--- config.mk ---
export PLATFORM = sky130hd
export DESIGN_NAME = step_ctrl
export DESIGN_NICKNAME = d
export VERILOG_FILES = /design/src/rtl/step_ctrl_pkg.sv /design/src/rtl/step_ctrl_counter.sv /design/src/rtl/step_ctrl.sv
export SDC_FILE = /design/constraint.sdc
export NUM_CORES = 1
export LEC_CHECK = 0
export ABC_AREA = 1
export BUFFER_PORTS_ARGS = -buffer_cell sky130_fd_sc_hd__buf_2
export CAP_MARGIN = 20
export CORE_ASPECT_RATIO = 0.75
export CORE_MARGIN = 2
export CORE_UTILIZATION = 57
export CTS_BUF_LIST = sky130_fd_sc_hd__clkbuf_16
export DETAILED_ROUTE_END_ITERATION = 10
export GPL_TIMING_DRIVEN = 0
export PLACE_DENSITY = 0.84
export SYNTH_ARGS = -nofsm -noshare
export SYNTH_HDL_FRONTEND = slang
export SYNTH_SLANG_ARGS = --single-unit
--- constraint.sdc ---
create_clock -name clk -period 2.5 [get_ports clk]
set_input_delay 0.5 -clock clk [delete_from_list [all_inputs] [get_ports clk]]
set_output_delay 0.5 -clock clk [all_outputs]
set_load 0.03 [all_outputs]
--- src/rtl/step_ctrl_pkg.sv ---
// rtl/step_ctrl_pkg.sv - opcode, state and done_reason constants for step_ctrl
package step_ctrl_pkg;

  typedef enum logic [1:0] {
    OP_NOP  = 2'd0,
    OP_STEP = 2'd1,
    OP_RUN  = 2'd2,
    OP_STOP = 2'd3
  } op_t;

  // LAUNCH is the one-cycle gap between acceptance and the first enabled cycle
  localparam logic [1:0] ST_IDLE   = 2'd0;
  localparam logic [1:0] ST_LAUNCH = 2'd1;
  localparam logic [1:0] ST_RUN    = 2'd2;
  localparam logic [1:0] ST_STEP   = 2'd3;

  typedef enum logic [1:0] {
    RSN_COUNT = 2'd0,
    RSN_STOP  = 2'd1,
    RSN_HALT  = 2'd2
  } reason_t;

endpackage

--- src/rtl/step_ctrl_counter.sv ---
// rtl/step_ctrl_counter.sv - loadable down-counter with zero and last-count flags
module step_counter #(
  parameter int W = 8
) (
  input  logic         clk,
  input  logic         rst,
  input  logic         load,
  input  logic [W-1:0] load_val,
  input  logic         dec,
  output logic         zero,
  output logic         last
);

  logic [W-1:0] cnt;

  always_ff @(posedge clk) begin
    if (rst) begin
      cnt <= '0;
    end else if (load) begin
      cnt <= load_val;
    end else if (dec && (cnt != '0)) begin
      cnt <= cnt - 1'b1;
    end
  end

  assign zero = (cnt == '0);
  assign last = (cnt == {{(W-1){1'b0}}, 1'b1});

endmodule

--- src/rtl/step_ctrl.sv ---
// rtl/step_ctrl.sv - run/step enable sequencer with stop/halt termination and cycle tally
module step_ctrl
  import step_ctrl_pkg::*;
#(
  parameter int CNT_W = 8,
  parameter int TOT_W = 16
) (
  input  logic             clk,
  input  logic             rst,
  input  logic             cmd_valid,
  output logic             cmd_ready,
  input  logic [1:0]       cmd_op,
  input  logic [CNT_W-1:0] cmd_count,
  input  logic             stop,
  input  logic             halt_in,
  output logic             en,
  output logic             busy,
  output logic             done,
  output logic [1:0]       done_reason,
  output logic [TOT_W-1:0] cycles
);

  logic [1:0] state;
  logic [1:0] nxt_state;
  logic       nxt_en;
  logic       pend_run;
  logic       pend_halt;
  logic       cnt_zero;
  logic       cnt_last;
  logic       accept;
  logic       start;
  logic       term;
  reason_t    term_reason;
  op_t        op;

  assign op        = op_t'(cmd_op);
  assign cmd_ready = (state == ST_IDLE) && !rst;
  assign accept    = cmd_valid && cmd_ready;
  assign start     = accept && ((op == OP_STEP) || (op == OP_RUN));
  assign busy      = (state == ST_RUN) || (state == ST_STEP);

  step_counter #(.W(CNT_W)) u_cnt (
    .clk      (clk),
    .rst      (rst),
    .load     (accept && (op == OP_STEP)),
    .load_val (cmd_count),
    .dec      (state == ST_STEP),
    .zero     (cnt_zero),
    .last     (cnt_last)
  );

  // Termination priority is stop, then halt, then count exhaustion.
  always_comb begin
    term        = 1'b0;
    term_reason = RSN_COUNT;
    nxt_state   = state;
    nxt_en      = en;
    case (state)
      ST_IDLE: begin
        if (start) nxt_state = ST_LAUNCH;
      end
      ST_LAUNCH: begin
        if (stop) begin
          term        = 1'b1;
          term_reason = RSN_STOP;
        end else if (halt_in || pend_halt) begin
          term        = 1'b1;
          term_reason = RSN_HALT;
        end else if (!pend_run && cnt_zero) begin
          term        = 1'b1;
          term_reason = RSN_COUNT;
        end else begin
          nxt_state = pend_run ? ST_RUN : ST_STEP;
          nxt_en    = 1'b1;
        end
      end
      default: begin
        if (stop) begin
          term        = 1'b1;
          term_reason = RSN_STOP;
        end else if (halt_in) begin
          term        = 1'b1;
          term_reason = RSN_HALT;
        end else if ((state == ST_STEP) && cnt_last) begin
          term        = 1'b1;
          term_reason = RSN_COUNT;
        end
      end
    endcase
    if (term) begin
      nxt_state = ST_IDLE;
      nxt_en    = 1'b0;
    end
  end

  always_ff @(posedge clk) begin
    if (rst) begin
      state       <= ST_IDLE;
      en          <= 1'b0;
      done        <= 1'b0;
      done_reason <= 2'd0;
      cycles      <= '0;
      pend_run    <= 1'b0;
      pend_halt   <= 1'b0;
    end else begin
      state  <= nxt_state;
      en     <= nxt_en;
      done   <= term;
      cycles <= cycles + {{(TOT_W-1){1'b0}}, en};
      if (term) done_reason <= term_reason;
      // halt seen at acceptance must still cancel the sequence even if it drops
      if (start) begin
        pend_run  <= (op == OP_RUN);
        pend_halt <= halt_in;
      end
    end
  end

endmodule

==> flow_metrics.env, run 1 <==
export IMPL_dp_hpwl_um=2810
export IMPL_power_per_cell_area_nw_per_um2=656
export IMPL_whs_ps=457
export IMPL_num_rows=16
export IMPL_numCtsBuffers=5
export IMPL_whs_path_depth=2
export IMPL_synth_seq_area_share_pct=38.4
export IMPL_synth_edf_count=0
export IMPL_cts_tree="built"
export IMPL_dieArea_um2=3380
export IMPL_nets=309
export IMPL_pre_cts_ws_ps=749
export IMPL_end_kind="register"
export IMPL_cts_resized=0
export IMPL_outcome="finished, final reports clean"
export IMPL_antenna_left=0
export IMPL_wirelength_um=3980
export IMPL_fin_ws_ps=725
export IMPL_ir_drop_uv=500
export IMPL_max_slew_margin_pct=67.1
export IMPL_skew_ps=5.94
export IMPL_grt_usage_pct=27.0
export IMPL_coreArea_um2=2700
export IMPL_drt_iter0_drc=99
export IMPL_io_pin_count=37
export IMPL_synth_area_leaders="dfxtp_1 (38%), nand2_1 (9.0%), nor2_1 (8.3%), inv_1 (7.7%), o21ai_0 (6.6%)"
export IMPL_hold_viol_final=0
export IMPL_path_clk_slew_ps=50
export IMPL_synth_ff_type="dfxtp_1"
export IMPL_grt_pass1_vias=1469
export IMPL_drive_gt1_share_pct=19.8
export IMPL_drv_slew=0
export IMPL_synth_xor_area_share_pct=2.10
export IMPL_crit_fanout=4
export IMPL_syn_area_um2=1670
export IMPL_avgSynthCellArea_um2=6.84
export IMPL_synth_compound_area_share_pct=12.0
export IMPL_hp_start="pend_halt$_SDFFE_PP0N_"
export IMPL_wl_per_cell_um=12.3
export IMPL_r2r_cells=11
export IMPL_p_int_uw=1030
export IMPL_syn_to_final_growth_pct=23.3
export IMPL_grt_busiest_layer="met2"
export IMPL_ys_types=30
export IMPL_dr_pass1_iters=4
export IMPL_met1_usage_pct=35.4
export IMPL_grtUsageMet3_pct=9.47
export IMPL_reg2reg_to="cycles[14]$_SDFF_PP0_"
export IMPL_cp_start_kind="register"
export IMPL_cap_violations=0
export IMPL_worstMarginPinSlew_ps=493
export IMPL_hold_path_end="pend_halt$_SDFFE_PP0N_"
export IMPL_die_h_um=50.8
export IMPL_async_flop_share_pct=0
export IMPL_die_x_um=66.5
export IMPL_fmax_mhz=563
export IMPL_clock_latency_ps=280
export IMPL_rrSetupSlack_ps=730
export IMPL_avgViaCountPerCell=5.11
export IMPL_ctsHoldBuffers=0
export IMPL_p_switching_uw=317
export IMPL_arrival_ps=1950
export IMPL_diodes=0
export IMPL_synth_top_area_cell="dfxtp_1"
export IMPL_pwr_share_comb_pct=9.8
export IMPL_post_cts_buffers=0
export IMPL_yosys_warnings=0
export IMPL_cts_root_buf="clkbuf_16"
export IMPL_muxShareOfSynthArea_pct=0
export IMPL_synthCells=244
export IMPL_use_met2_pct=41.2
export IMPL_rsz0062_at_grt="false"
export IMPL_rr_startpoint="en$_SDFFE_PP0P_"
export IMPL_initial_utilization_pct=61.7
export IMPL_overflow=0
export IMPL_grt_pass1_wl_um=6690
export IMPL_htreeDepth=2
export IMPL_seqPwrFrac_pct=39.2
export IMPL_required_ps=2680
export IMPL_switching_share_pct=23.4
export IMPL_cts_buffer_depth=2
export IMPL_post_route_min_period_ps=1770
export IMPL_clkPwrFrac_pct=51.1
export IMPL_grt_max_degree=11
export IMPL_hold_class="register to register"
export IMPL_ys_ff_latch=32
export IMPL_period_share_pct=71.0
export IMPL_vias=1657
export IMPL_syn_num_nets=266
export IMPL_synthAdderAreaFrac_pct=5.25
export IMPL_drc=0
export IMPL_portBuffers=36
export IMPL_setup_tns_ps=0
export IMPL_clkSinkCount=32
export IMPL_crit_type="register to register"
export IMPL_antenna_found_initial=0
export IMPL_yosys_area_share_simple_pct=31.8
export IMPL_setup_viol=0
export IMPL_synth_top_family_by_area="simple AND/OR/NAND/NOR gates"
export IMPL_gp_congestion=0.828
export IMPL_p_leak_uw=0.00103
export IMPL_synth_top_area_share_pct=38.4
cells in the mapped netlist, types with 3 or more instances:
cell type,number
a21oi_1,11
dfxtp_1,32
ha_1,7
inv_1,34
inv_2,4
nand2_1,40
nand3_1,19
nand4_1,8
nor2_1,37
nor3_1,7
o21ai_0,22
xor2_1,3
worst max path at each step:
stage | startpoint | endpoint | cells after the start
global route | en$_SDFFE_PP0P_ | cycles[14]$_SDFF_PP0_ | 11
detailed placement | en$_SDFFE_PP0P_ | cycles[14]$_SDFF_PP0_ | 11
global placement | en$_SDFFE_PP0P_ | cycles[14]$_SDFF_PP0_ | 11
finish | en$_SDFFE_PP0P_ | cycles[14]$_SDFF_PP0_ | 11
floorplan | en$_SDFFE_PP0P_ | cycles[14]$_SDFF_PP0_ | 11
CTS | en$_SDFFE_PP0P_ | cycles[14]$_SDFF_PP0_ | 11
cell usage in the layout (no fill, tap or decap), types with 8 or more instances in the layout:
cell | netlist | final
o21ai_0 | 22 | 22
inv_1 | 34 | 35
nand3_1 | 19 | 19
nand4_1 | 8 | 8
a21oi_1 | 11 | 11
dfxtp_1 | 32 | 32
nand2_1 | 40 | 40
buf_2 | 2 | 38
nor2_1 | 37 | 37
state kept, by name (all words and copies together), names as in the netlist:
register,count
en,1
pend_run,1
state,2
u_cnt.cnt,8
cycles,16
pend_halt,1
done_reason,2
done,1
layout make-up:
| cell class | instances | area (um^2) |
|---|---|---|
| plain buffers | 5 | 26.3 |
| clock buffers | 5 | 125 |
| clock inverters | 3 | 38.8 |
| fillers | 222 | 646 |
| inverters | 39 | 148 |
| multi-input cells | 168 | 853 |
| flip-flops and latches | 32 | 641 |
| well taps | 36 | 45.0 |
| repair buffers | 36 | 180 |
critical path: stages (launching register included):
cell and delay [ps]:
dfxtp_1 350, ha_1 180, ha_1 160, nand2_1 70, nor2_1 150, inv_1 100, nor2_1 150, nand2_1 130
inv_2 100, nand2_1 70, o21ai_0 140, nor2_1 50
stage by stage:
step                      std cells  area, um^2  utilization [%]  power [uW]
after floorplan                 244        1670                -         633
after global placement          316        1890             70.0         667
after CTS                       324        2060             76.1        1350
after detailed placement        316        1890             70.0         671
final                           324        2060             76.1        1350
after global routing            324        2060             76.1        1400
metal layers:
layer / up-vias / routed length (um)
met2: 61 / 1760
met1: 722 / 1850
met3: 6 / 322
met5: - / 0
met4: 0 / 53
li1: 868 / -
power by group through the flow:
stage	registers [uW]	logic [uW]	clock network (uW)
floorplan	542	91.6	0
global placement	539	128	0
detailed placement	540	131	0
CTS	529	132	688
global route	530	153	717
finish	529	132	689
cells by family (layout without fill, tap and decap cells):
group                    Yosys count  count (layout)
XOR/XNOR                           4               4
AND/OR/NAND/NOR                  119             119
buffers and inverters             44              88
AO/OA/AOI/OAI                     38              38
adder cells (fa/ha/maj)            7               7
flip-flops                        32              32
No activity file was read; power rests on OpenSTA's default activity.
==> run 2, diff against run 1 <==
CORE_UTILIZATION = 53   (was 57)
PLACE_DENSITY = 0.79   (was 0.84)
clock period = 1.8 ns   (was 2.5 ns; I/O delays follow)
==> run 2 against run 1 <==
Net effect: worst setup slack lost 540 ps; critical endpoint is now u_cnt.cnt[4]$_SDFFE_PP0P_; first-iteration DRC count shrank 41%; clock skew shrank 3.6 ps; critical path type unchanged; sequential share of layout area grew 0.37 points; die area grew 7.0%; sequential cell count is the same; register-to-register slack lost 540 ps; fmax grew 9.7%; global-route usage shrank 3.4 points; non-clock buffer count is the same; final cell count grew 0.31%; core utilization shrank 7.7 points.
==> flow_metrics.env, run 2 (synthesis gave the netlist of run 1 again) <==
export IMPL_outcome="finished, final reports clean"
export IMPL_grt_max_degree=11
export IMPL_rr_startpoint="u_cnt.cnt[0]$_SDFFE_PP0P_"
export IMPL_initial_utilization_pct=56.0
export IMPL_finish_instance_area_um2=2040
export IMPL_pwr_share_comb_pct=10.9
export IMPL_fmax_mhz=618
export IMPL_overflow=0
export IMPL_grt_pass1_vias=1398
export IMPL_htreeDepth=2
export IMPL_cts_root_buf="clkbuf_16"
export IMPL_worstMarginPinSlew_ps=510
export IMPL_dr_pass1_iters=5
export IMPL_fin_util_pct=68.4
export IMPL_io_pin_count=37
export IMPL_period_share_pct=89.9
export IMPL_drc=0
export IMPL_largest_reg_flops=16
export IMPL_end_kind="register"
export IMPL_layout_commonest_cell="nand2_1"
export IMPL_ir_drop_uv=605
export IMPL_arrival_ps=1780
export IMPL_setup_viol=0
export IMPL_grt_usage_pct=23.5
export IMPL_wirelength_um=3640
export IMPL_crit_type="register to register"
export IMPL_placedCellCount=318
export IMPL_portBuffers=36
export IMPL_antenna_found_initial=0
export IMPL_ctsHoldBuffers=0
export IMPL_max_slew_margin_pct=66.0
export IMPL_grt_pass1_wl_um=6120
export IMPL_skew_ps=2.35
export IMPL_coreArea_um2=2980
export IMPL_fin_cells=325
export IMPL_numCtsBuffers=5
export IMPL_cap_violations=0
export IMPL_reg2reg_to="u_cnt.cnt[4]$_SDFFE_PP0P_"
export IMPL_rrSetupSlack_ps=180
export IMPL_hold_viol_final=0
export IMPL_drt_iter0_drc=58
export IMPL_clkPwrFrac_pct=45.5
export IMPL_rsz0062_at_grt="false"
export IMPL_placed_area_um2=1900
export IMPL_die_x_um=68.8
export IMPL_wl_per_cell_um=11.2
export IMPL_nets=309
export IMPL_seqPwrFrac_pct=43.6
export IMPL_clkSinkCount=32
export IMPL_num_rows=17
export IMPL_largest_register="cycles"
export IMPL_cts_tree="built"
export IMPL_hold_path_end="done_reason[0]$_SDFFE_PP0P_"
export IMPL_cp_start_kind="register"
export IMPL_switching_share_pct=23.9
export IMPL_setup_tns_ps=0
export IMPL_cts_buffer_depth=2
export IMPL_top_regs="cycles: 16 flops, u_cnt.cnt: 8 flops"
export IMPL_p_leak_uw=0.00101
export IMPL_whs_path_depth=3
export IMPL_r2r_cells=10
export IMPL_syn_to_final_growth_pct=22.1
export IMPL_dieArea_um2=3620
export IMPL_p_int_uw=1280
export IMPL_final_cell_mix="nand2_1 (40), buf_2 (38), nor2_1 (35)"
export IMPL_die_h_um=52.6
export IMPL_clock_latency_ps=270
export IMPL_diodes=0
export IMPL_post_route_min_period_ps=1620
export IMPL_drv_slew=0
export IMPL_avgViaCountPerCell=5.02
export IMPL_gp_congestion=0.834
export IMPL_crit_fanout=10
export IMPL_vias=1631
export IMPL_p_switching_uw=403
export IMPL_hold_class="primary input to register"
export IMPL_drive_gt1_share_pct=20.6
export IMPL_hp_start="stop"
export IMPL_power_per_cell_area_nw_per_um2=829
export IMPL_dp_hpwl_um=2650
export IMPL_path_clk_slew_ps=50
export IMPL_whs_ps=352
export IMPL_required_ps=1970
export IMPL_antenna_left=0
run 2: critical path, stage by stage, from the launching register on:
cell	delay, ps
dfxtp_1	370
inv_1	110
ha_1	200
inv_1	50
nor2_1	40
nand2_1	60
nand3_1	130
nand2_2	220
clkinv_2	150
nor2_1	140
nor2_1	60
run 2: area by class of cell:
type,instances,area [um^2]
fillers,282,941
multi-input cells,168,861
flip-flops and latches,32,642
repair buffers,36,180
inverters,39,148
clock buffers,5,125
well taps,38,47.5
plain buffers,5,26.3
clock inverters,2,7.51
run 2: how the worst max path moves through the flow:
stage,start,endpoint,cells after the start,slack (ps)
finish,u_cnt.cnt[0]$_SDFFE_PP0P_,u_cnt.cnt[4]$_SDFFE_PP0P_,10,180
global placement,en$_SDFFE_PP0P_,cycles[14]$_SDFF_PP0_,11,110
detailed placement,en$_SDFFE_PP0P_,cycles[14]$_SDFF_PP0_,11,80
global route,en$_SDFFE_PP0P_,cycles[14]$_SDFF_PP0_,11,5
CTS,en$_SDFFE_PP0P_,cycles[14]$_SDFF_PP0_,11,70
floorplan,en$_SDFFE_PP0P_,cycles[14]$_SDFF_PP0_,11,30
run 2: through the flow:
stage	setup slack, ps	power (uW)
2_1_floorplan	29.7	879
3_3_place_gp	105	927
3_5_place_dp	77.5	930
4_1_cts	74.3	1700
5_1_grt	4.71	1770
6_report	182	1690
run 2: per-layer routing:
| metal | GRT usage, % | up-vias | wire [um] |
|---|---|---|---|
| met3 | 6.45 | 13 | 236 |
| met4 | 13.4 | 0 | 107 |
| li1 | - | 873 | - |
| met1 | 32.1 | 695 | 1840 |
| met5 | 0 | - | 0 |
| met2 | 33.0 | 50 | 1450 |
run 2: repair_timing:
action                                  in CTS  in global routing
endpoints found under the setup margin       0                  3
setup buffers                                0                  0
endpoints found under the hold margin        0                  0
gates resized for setup                      0                  5
run 2: power groups by stage:
stage | logic (uW) | clock network, uW | registers (uW)
floorplan | 127 | 0 | 752
global placement | 178 | 0 | 748
detailed placement | 181 | 0 | 749
CTS | 184 | 785 | 734
global route | 212 | 820 | 736
finish | 185 | 768 | 735
==> run 3, diff against run 2 <==
==> constraint.sdc (replaced) <==
create_clock -name clk -period 1.69 [get_ports clk]
set_input_delay 0.338 -clock clk [delete_from_list [all_inputs] [get_ports clk]]
set_output_delay 0.338 -clock clk [all_outputs]
set_load 0.01 [all_outputs]
==> run 3 against run 2 <==
Net effect: core utilization increased by 1.9 points; non-clock buffer count rose by 4; largest cell class unchanged; combinational power increased by 4%; clock skew is 0.74 ps higher; power up 6.3%; hold slack got worse by 23 ps; clock-buffer cell count did not move; critical path depth unchanged; global-route usage stayed put; design area up 2.8%; via count is 0.74% higher.
==> flow_metrics.env, run 3 (synthesis gave the netlist of run 1 again) <==
export IMPL_initial_utilization_pct=56.0
export IMPL_worstSetupStartpoint="u_cnt.cnt[1]$_SDFFE_PP0P_"
export IMPL_cts_tree="built"
export IMPL_antenna_left=0
export IMPL_die_x_um=68.8
export IMPL_r2r_cells=10
export IMPL_numCtsBuffers=5
export IMPL_ir_drop_uv=644
export IMPL_grt_usage_pct=23.5
export IMPL_cts_buffer_depth=2
export IMPL_coreArea_um2=2980
export IMPL_rrSetupSlack_ps=160
export IMPL_pwr_share_comb_pct=10.8
export IMPL_power_per_cell_area_nw_per_um2=857
export IMPL_num_rows=17
export IMPL_syn_to_final_growth_pct=25.6
export IMPL_drc=0
export IMPL_drt_iter0_drc=70
export IMPL_largest_reg_flops=16
export IMPL_drive_gt1_share_pct=24.1
export IMPL_overflow=0
export IMPL_arrival_ps=1700
export IMPL_hold_viol_final=0
export IMPL_htreeDepth=2
export IMPL_wirelength_um=3710
export IMPL_crit_fanout=6
export IMPL_die_h_um=52.6
export IMPL_diodes=0
export IMPL_grt_max_degree=11
export IMPL_final_cell_mix="buf_2 (38), nand2_1 (38), nor2_1 (34)"
export IMPL_hold_class="primary input to register"
export IMPL_nets=313
export IMPL_p_switching_uw=423
export IMPL_drv_slew=0
export IMPL_cts_root_buf="clkbuf_16"
export IMPL_rr_startpoint="u_cnt.cnt[1]$_SDFFE_PP0P_"
export IMPL_io_pin_count=37
export IMPL_fin_ws_ps=160
export IMPL_worstMarginPinSlew_ps=481
export IMPL_skew_ps=3.09
export IMPL_pre_cts_ws_ps=-32.5
export IMPL_largest_register="cycles"
export IMPL_vias=1643
export IMPL_avgViaCountPerCell=4.99
export IMPL_cp_start_kind="register"
export IMPL_outcome="finished, final reports clean"
export IMPL_p_leak_uw=0.00103
export IMPL_dieArea_um2=3620
export IMPL_grt_pass1_vias=1396
export IMPL_rsz0062_at_grt="false"
export IMPL_setup_viol=0
export IMPL_grt_pass1_wl_um=6120
export IMPL_path_clk_slew_ps=50
export IMPL_dr_pass1_iters=4
export IMPL_whs_ps=329
export IMPL_max_slew_margin_pct=67.9
export IMPL_clock_latency_ps=270
export IMPL_portBuffers=36
export IMPL_seqPwrFrac_pct=43.7
export IMPL_crit_type="register to register"
export IMPL_end_kind="register"
export IMPL_dp_hpwl_um=2650
export IMPL_max_stage_delay_ps=300
export IMPL_clkSinkCount=32
export IMPL_wl_per_cell_um=11.3
export IMPL_endpoint="u_cnt.cnt[4]$_SDFFE_PP0P_"
export IMPL_top_regs="cycles: 16 flops, u_cnt.cnt: 8 flops"
export IMPL_post_route_min_period_ps=1530
export IMPL_period_share_pct=90.5
export IMPL_reg2reg_to="u_cnt.cnt[4]$_SDFFE_PP0P_"
export IMPL_cp_cell_sequence="inv_1, ha_1, inv_1, nor2_1, nand2_1, nand3_2, nand2_4, clkbuf_2, o21ai_0, nor2_1"
export IMPL_fmax_mhz=654
export IMPL_switching_share_pct=23.6
export IMPL_p_int_uw=1370
export IMPL_gp_congestion=0.834
export IMPL_clkPwrFrac_pct=45.5
export IMPL_slowest_stage="dfxtp_1"
export IMPL_required_ps=1860
export IMPL_cap_violations=0
export IMPL_antenna_found_initial=0
==> run 3: cell types whose count changed in the layout (fill, tap and decap cells not counted), sizes merged <==
cell	previous run	this run
buf	39	42
clkbuf	6	7
==> run 3: critical path, delay by kind of cell (launching register included) <==
family | cells | cell delay [ps]
and+or+nand+nor | 5 | 460
adders and majority gates | 1 | 170
buffers and inverters | 3 | 340
AOI/OAI and AO/OA | 1 | 170
DFF | 1 | 300
==> run 3: final cells by class <==
class / instances / area, um^2
clock buffers: 5 / 125
well taps: 38 / 47.5
plain buffers: 5 / 26.3
multi-input cells: 168 / 891
fillers: 268 / 883
repair buffers: 40 / 208
inverters: 39 / 148
clock inverters: 2 / 7.51
flip-flops and latches: 32 / 642
==> run 3: metal layers <==
layer / part of all wire, % / vias to the layer above / GRT usage, %
met1: 52 / 713 / 32.1
met4: 2.5 / 0 / 13.4
met5: 0 / - / 0
met3: 5.8 / 11 / 6.45
met2: 40 / 44 / 33.0
li1: - / 875 / -
==> run 3: power by group through the flow <==
stage / combinational [uW] / clock, uW / sequential, uW
after floorplan: 132 / 0 / 797
after global placement: 181 / 0 / 797
after detailed placement: 185 / 0 / 797
after CTS: 187 / 836 / 782
after global routing: 223 / 873 / 784
final: 193 / 817 / 784
==> run 3: timing repair <==
item / CTS / global route
setup endpoints to repair: 2 / 10
resized for setup: 2 / 13
setup buffers: 0 / 4
pin swaps: 0 / 4
hold buffers: 0 / 0
==> run 3: stage by stage <==
stage | instance area, um^2 | TNS (ps) | cells | utilization [%] | total power, uW
2_1_floorplan | 1670 | 0 | 244 | - | 928
3_3_place_gp | 1900 | -4.58 | 318 | 63.7 | 979
3_5_place_dp | 1900 | -32.5 | 318 | 63.7 | 982
4_1_cts | 2030 | 0 | 325 | 68.3 | 1810
5_1_grt | 2090 | 0 | 329 | 70.3 | 1880
6_report | 2090 | 0 | 329 | 70.3 | 1790
==> run 3: how the worst min path moves through the flow <==
stage / start / to / slack [ps] / cells after the start
4_1_cts: stop / done_reason[0]$_SDFFE_PP0P_ / 330 / 3
3_3_place_gp: pend_halt$_SDFFE_PP0N_ / pend_halt$_SDFFE_PP0N_ / 430 / 2
2_1_floorplan: pend_halt$_SDFFE_PP0N_ / pend_halt$_SDFFE_PP0N_ / 420 / 2
6_report: stop / done_reason[0]$_SDFFE_PP0P_ / 330 / 3
5_1_grt: stop / done_reason[0]$_SDFFE_PP0P_ / 360 / 3
3_5_place_dp: pend_halt$_SDFFE_PP0N_ / pend_halt$_SDFFE_PP0N_ / 440 / 2
